### src/rtl/cim_mem_arbiter_pkg.sv
// Shared CiM definitions: memory-access sources, the arbiter FSM state type and
// the request bundle that every temp-result SRAM requester drives.
package cim_mem_arbiter_pkg;

  localparam int TEMP_RES_STORAGE_SIZE_CIM = 48;
  localparam int N_STORAGE                 = 12;
  localparam int MEM_ADDR_W                = 8;
  localparam int STARVE_LIMIT_DEFAULT      = 8;

  typedef enum logic [1:0] {
    MAC       = 2'd0,
    LOGIC_FSM = 2'd1,
    BUS_FSM   = 2'd2
  } mem_access_src_t;

  localparam int MEM_ACCESS_SRC_NUM = 3;
  localparam int SRC_IDX_W          = $clog2(MEM_ACCESS_SRC_NUM);

  typedef enum logic {
    ARB_NORMAL,
    ARB_FORCE
  } arb_state_t;

  // Address field is wider than the SRAM index so out-of-range requests stay visible.
  typedef struct packed {
    logic [MEM_ACCESS_SRC_NUM-1:0]                  read_req_src;
    logic [MEM_ACCESS_SRC_NUM-1:0]                  write_req_src;
    logic [MEM_ACCESS_SRC_NUM-1:0][MEM_ADDR_W-1:0] addr_table;
    logic [MEM_ACCESS_SRC_NUM-1:0][N_STORAGE-1:0]  write_data;
  } mem_access_signals_t;

  function automatic logic [SRC_IDX_W-1:0] src_index(input logic [MEM_ACCESS_SRC_NUM-1:0] onehot);
    logic [SRC_IDX_W-1:0] idx;
    idx = '0;
    for (int i = 0; i < MEM_ACCESS_SRC_NUM; i++) begin
      if (onehot[i]) idx = SRC_IDX_W'(i);
    end
    return idx;
  endfunction

endpackage

### src/rtl/cim_prio_pick.sv
// One-hot fixed-priority selector (bit 0 wins). A non-empty force vector that
// overlaps the requests restricts the choice to the forced sources.
module cim_prio_pick #(
  parameter int N = 3
) (
  input  logic [N-1:0] req,
  input  logic [N-1:0] force_vec,
  output logic [N-1:0] pick
);

  logic [N-1:0] cand;
  logic         found;

  always_comb begin
    cand  = (|(req & force_vec)) ? (req & force_vec) : req;
    pick  = '0;
    found = 1'b0;
    for (int i = 0; i < N; i++) begin
      if (cand[i] && !found) begin
        pick[i] = 1'b1;
        found   = 1'b1;
      end
    end
  end

endmodule

### src/rtl/cim_mem_arbiter.sv
// Single-port temp-result SRAM arbiter: fixed priority with starvation-forced
// grants, a two-stage read return pipeline and a sticky protocol-error flag.
module cim_mem_arbiter
  import cim_mem_arbiter_pkg::*;
#(
  parameter int DEPTH        = TEMP_RES_STORAGE_SIZE_CIM,
  parameter int WIDTH        = N_STORAGE,
  parameter int STARVE_LIMIT = STARVE_LIMIT_DEFAULT,
  localparam int AW          = $clog2(DEPTH)
) (
  input  logic                          clk,
  input  logic                          rst,
  input  mem_access_signals_t           mem_access,
  output logic [MEM_ACCESS_SRC_NUM-1:0] grant,
  output logic [MEM_ACCESS_SRC_NUM-1:0] stall,
  output logic [WIDTH-1:0]              read_data,
  output logic [MEM_ACCESS_SRC_NUM-1:0] read_data_valid,
  output logic                          sram_en,
  output logic                          sram_wen,
  output logic [AW-1:0]                 sram_addr,
  output logic [WIDTH-1:0]              sram_wdata,
  input  logic [WIDTH-1:0]              sram_rdata,
  output logic                          err
);

  localparam int CW = $clog2(STARVE_LIMIT + 1);

  arb_state_t                    state;
  logic [MEM_ACCESS_SRC_NUM-1:0] force_src;
  logic [CW-1:0]                 starve_cnt [MEM_ACCESS_SRC_NUM];
  logic [MEM_ACCESS_SRC_NUM-1:0] rd_pend;

  logic [MEM_ACCESS_SRC_NUM-1:0] req;
  logic [MEM_ACCESS_SRC_NUM-1:0] force_mask;
  logic [MEM_ACCESS_SRC_NUM-1:0] pick;
  logic [MEM_ACCESS_SRC_NUM-1:0] starved;
  logic [SRC_IDX_W-1:0]          sel_idx;
  logic [MEM_ADDR_W-1:0]         sel_addr;
  logic                          sel_write;
  logic                          any_pick;
  logic                          in_range;
  logic                          read_issue;

  assign req        = mem_access.read_req_src | mem_access.write_req_src;
  assign force_mask = (state == ARB_FORCE) ? (force_src & req) : '0;

  cim_prio_pick #(
    .N(MEM_ACCESS_SRC_NUM)
  ) u_prio_pick (
    .req      (req),
    .force_vec(force_mask),
    .pick     (pick)
  );

  // A simultaneous read+write is served as a write; out-of-range grants never reach the SRAM.
  always_comb begin
    any_pick   = |pick;
    sel_idx    = src_index(pick);
    sel_addr   = mem_access.addr_table[sel_idx];
    sel_write  = mem_access.write_req_src[sel_idx];
    in_range   = 32'(sel_addr) < 32'(DEPTH);
    grant      = rst ? '0 : pick;
    stall      = rst ? '0 : (req & ~pick);
    sram_en    = !rst && any_pick && in_range;
    sram_wen   = sram_en && sel_write;
    sram_addr  = sram_en ? AW'(sel_addr) : '0;
    sram_wdata = sram_wen ? WIDTH'(mem_access.write_data[sel_idx]) : '0;
    read_issue = sram_en && !sel_write;
    for (int s = 0; s < MEM_ACCESS_SRC_NUM; s++) begin
      starved[s] = req[s] && !pick[s] && (starve_cnt[s] >= CW'(STARVE_LIMIT - 1));
    end
  end

  // Read return: grant in N, SRAM data arrives in N+1, registered for N+2.
  always_ff @(posedge clk) begin
    if (rst) begin
      rd_pend         <= '0;
      read_data_valid <= '0;
      read_data       <= '0;
      err             <= 1'b0;
    end else begin
      rd_pend         <= read_issue ? pick : '0;
      read_data_valid <= rd_pend;
      if (|rd_pend) read_data <= sram_rdata;
      if ((|(mem_access.read_req_src & mem_access.write_req_src)) || (any_pick && !in_range)) begin
        err <= 1'b1;
      end
    end
  end

  // Starvation counters and the force FSM; a forced grant lasts exactly one cycle.
  always_ff @(posedge clk) begin
    if (rst) begin
      state     <= ARB_NORMAL;
      force_src <= '0;
      for (int s = 0; s < MEM_ACCESS_SRC_NUM; s++) starve_cnt[s] <= '0;
    end else begin
      for (int s = 0; s < MEM_ACCESS_SRC_NUM; s++) begin
        if (!req[s] || pick[s]) begin
          starve_cnt[s] <= '0;
        end else if (starve_cnt[s] != CW'(STARVE_LIMIT)) begin
          starve_cnt[s] <= starve_cnt[s] + 1'b1;
        end
      end
      case (state)
        ARB_NORMAL: begin
          if (|starved) begin
            state     <= ARB_FORCE;
            force_src <= starved;
          end
        end
        ARB_FORCE: begin
          state     <= ARB_NORMAL;
          force_src <= '0;
        end
        default: begin
          state     <= ARB_NORMAL;
          force_src <= '0;
        end
      endcase
    end
  end

endmodule
### config.mk
export PLATFORM = sky130hd
export DESIGN_NAME = cim_mem_arbiter
export DESIGN_NICKNAME = d
export VERILOG_FILES = /design/src/rtl/cim_mem_arbiter_pkg.sv /design/src/rtl/cim_prio_pick.sv /design/src/rtl/cim_mem_arbiter.sv
export SDC_FILE = /design/constraint.sdc
export NUM_CORES = 1
export LEC_CHECK = 0
export BUFFER_PORTS_ARGS = -buffer_cell sky130_fd_sc_hd__buf_2
export CAP_MARGIN = 20
export CORE_MARGIN = 2
export CORE_UTILIZATION = 51
export CTS_BUF_LIST = sky130_fd_sc_hd__clkbuf_8
export DETAILED_ROUTE_END_ITERATION = 10
export PLACE_DENSITY_LB_ADDON = 0.05
export RECOVER_POWER = 25
export SETUP_SLACK_MARGIN = 0.1
export SLEW_MARGIN = 20
export SYNTH_ARGS = -nofsm -noshare
export SYNTH_HDL_FRONTEND = slang
export SYNTH_SLANG_ARGS = --single-unit
### constraint.sdc
create_clock -name clk -period 4.05 [get_ports clk]
set_input_delay 0.405 -clock clk [delete_from_list [all_inputs] [get_ports clk]]
set_output_delay 0.405 -clock clk [all_outputs]
set_load 0.02 [all_outputs]
==> results.sh <==
export IMPL_vias=2461
export IMPL_antenna_found_initial=0
export IMPL_cts_tree="done"
export IMPL_finalWorstPathRequiredPeriod_ps=3300
export IMPL_hold_depth=3
export IMPL_synthTopCellsByArea="dfxtp_1, edfxtp_1, nand2_1, nor2_1, mux2i_1"
export IMPL_maxCapViolCount=0
export IMPL_syn_area_per_cell_um2=8.45
export IMPL_die_x_um=72.1
export IMPL_finalNonFillerCells=447
export IMPL_num_antenna_cells=0
export IMPL_placed_cells=439
export IMPL_ys_warn_count=0
export IMPL_async_reset_ff_frac=0
export IMPL_synth_top_area_share=0.195
export IMPL_avgRoutedWirePerCell_um=14.0
export IMPL_worstPathMaxFanout=36
export IMPL_areaGrowthSynthToFinish_pct=27.7
export IMPL_fillCellCount=388
export IMPL_power_density_nw_per_um2=254
export IMPL_die_area_um2=5200
export IMPL_final_common_cell="buf_2"
export IMPL_cts_htree_levels=2
export IMPL_p_total_w=0.000768
export IMPL_io_buffers=121
export IMPL_path_clk_slew_ps=70
export IMPL_synth_area_um2=2360
export IMPL_multiInputGateArea_um2=1410
export IMPL_cts_max_path_buffers=2
export IMPL_dp_hpwl_um=4850
export IMPL_clkLatencyLatePin_ps=280
export IMPL_track_usage=0.232
export IMPL_synth_edf_count=12
export IMPL_slew_headroom=0.195
export IMPL_initial_core_util=0.536
export IMPL_status="complete, no violations"
export IMPL_drive_above_1_share=0.329
export IMPL_core_area_um2=4410
export IMPL_tightest_slew_ps=1210
export IMPL_post_cts_setup_buffers=0
export IMPL_power_leakage_nw=1.37
export IMPL_worstPathArrival_ps=2890
export IMPL_synthCells=280
export IMPL_hold_buffers=0
export IMPL_num_nets_final=480
export IMPL_grt_max_degree=37
export IMPL_setup_viol=0
export IMPL_rows=24
export IMPL_fmax_mhz=303
export IMPL_worst_setup_path_start_kind="flip-flop"
export IMPL_hold_viol=0
export IMPL_routed_wl_um=6280
export IMPL_synth_seq_cells=35
export IMPL_yosys_cell_types_count=57
export IMPL_clkSinkCount=35
export IMPL_vdd_drop_max_mv=0.244
export IMPL_worstRegToRegCells=5
export IMPL_finalSetupTns_ps=0
export IMPL_worstSetupPathType="flip-flop to output port"
export IMPL_post_route_period_util=0.815
export IMPL_drc=0
export IMPL_drv_slew=0
export IMPL_numCtsBuffers=5
export IMPL_via_per_inst=5.51
export IMPL_finClkSkew_ps=4.05
export IMPL_grt_pass1_vias=2137
export IMPL_ant_nets=0
export IMPL_ioPinCount=122
export IMPL_regArea_um2=821
export IMPL_hp_class="primary input to flip-flop"
export IMPL_rsz0062_at_grt="no"
export IMPL_cts_resized=0
export IMPL_crit_path_end_kind="output port"
export IMPL_root_buffer="clkbuf_8"
export IMPL_grt_pass1_wl_um=9740
export IMPL_drt_iter0_markers=155
export IMPL_synth_nets=366
export IMPL_grt_ovfl_total=0
export IMPL_final_cell_mix="buf_2, nand2_1, nor2_1, dfxtp_1, a21oi_1"
export IMPL_ys_flop_type="dfxtp_1"
export IMPL_yosys_area_top_type="dfxtp_1"
export IMPL_required_ps=3640
export IMPL_routabilityCongestion=0.841
export IMPL_die_h_um=72.1
export IMPL_holdWs_ps=363
export IMPL_first_pass_iters=4
export IMPL_synth_seq_area_share=0.347
[worst paths after layout]
check                 from        endpoint  slack, ps
max                  state  sram_wdata[11]        750
min          sram_rdata[6]    read_data[6]        360
max reg2reg          state      rd_pend[0]       1620
min reg2reg  read_data[10]   read_data[10]        450
[stage by stage]
stage	instance area, µm²	util	worst slack [ps]
floorplan	2360	-	1070
global placement	2960	0.670	1040
detailed placement	2960	0.670	988
CTS	3040	0.689	841
global route	3020	0.684	492
finish	3020	0.684	751
[cells by family after synthesis]
kind of cell	after synthesis	synth area share
AND/OR/NAND/NOR	121	0.237
AO/OA/AOI/OAI	72	0.254
flip-flops	35	0.347
buffers and inverters	28	0.0577
multiplexers	12	0.0508
XOR/XNOR	6	0.0222
adder cells (fa/ha/maj)	6	0.0317
[power by group]
part | internal (W) | leakage [nW] | total [W] | switching, W
Combinational | 0.0000652 | 0.997 | 0.000157 | 0.0000921
Sequential | 0.000370 | 0.332 | 0.000375 | 0.00000537
Clock | 0.000117 | 0.0453 | 0.000236 | 0.000118
[registers in the layout (all words and copies together), names as in the netlist]
signal,count
read_data,12
starve_cnt,12
force_src,3
rd_pend,3
read_data_valid,3
err,1
state,1
[area by class of cell]
type	instances	area share
Tap cell	52	0.0215
Clock buffer	5	0.0228
Clock inverter	3	0.00539
Timing Repair Buffer	122	0.196
Sequential cell	35	0.272
Multi-Input combinational cell	217	0.466
Inverter	13	0.0162
[metal layers]
layer  vias to the layer above  part of all wire  global-route usage
met5                         -                 0                   0
met1                      1098              0.41               0.300
li1                       1244                 -                   -
met3                         5             0.086              0.0444
met4                         0            0.0054              0.0629
met2                       114              0.50               0.396
[Yosys cell counts, types with 3 or more instances]
| master | n |
|---|---|
| a31oi_1 | 4 |
| mux2i_1 | 12 |
| nor3_1 | 8 |
| nor2_1 | 39 |
| xnor2_1 | 3 |
| o2bb2ai_1 | 3 |
| o21ai_0 | 6 |
| clkbuf_1 | 6 |
| a211o_1 | 3 |
| xor2_1 | 3 |
| nand2_1 | 45 |
| edfxtp_1 | 12 |
| buf_6 | 3 |
| buf_2 | 3 |
| a21oi_1 | 18 |
| a211oi_1 | 3 |
| a2111oi_0 | 5 |
| nor3b_1 | 5 |
| nand3_1 | 5 |
| dfxtp_1 | 23 |
| nor2b_1 | 4 |
| a2111oi_2 | 7 |
| inv_1 | 13 |
| ha_1 | 6 |
| a311oi_1 | 4 |
[worst max-delay path: stages (launching register included)]
cell       delay (ps)
dfxtp_1           550
o2bb2ai_1         180
and4_1            420
nand2_4           290
a32o_1            530
a2111oi_0         400
buf_2             240
(Power assumes the default switching activity.)
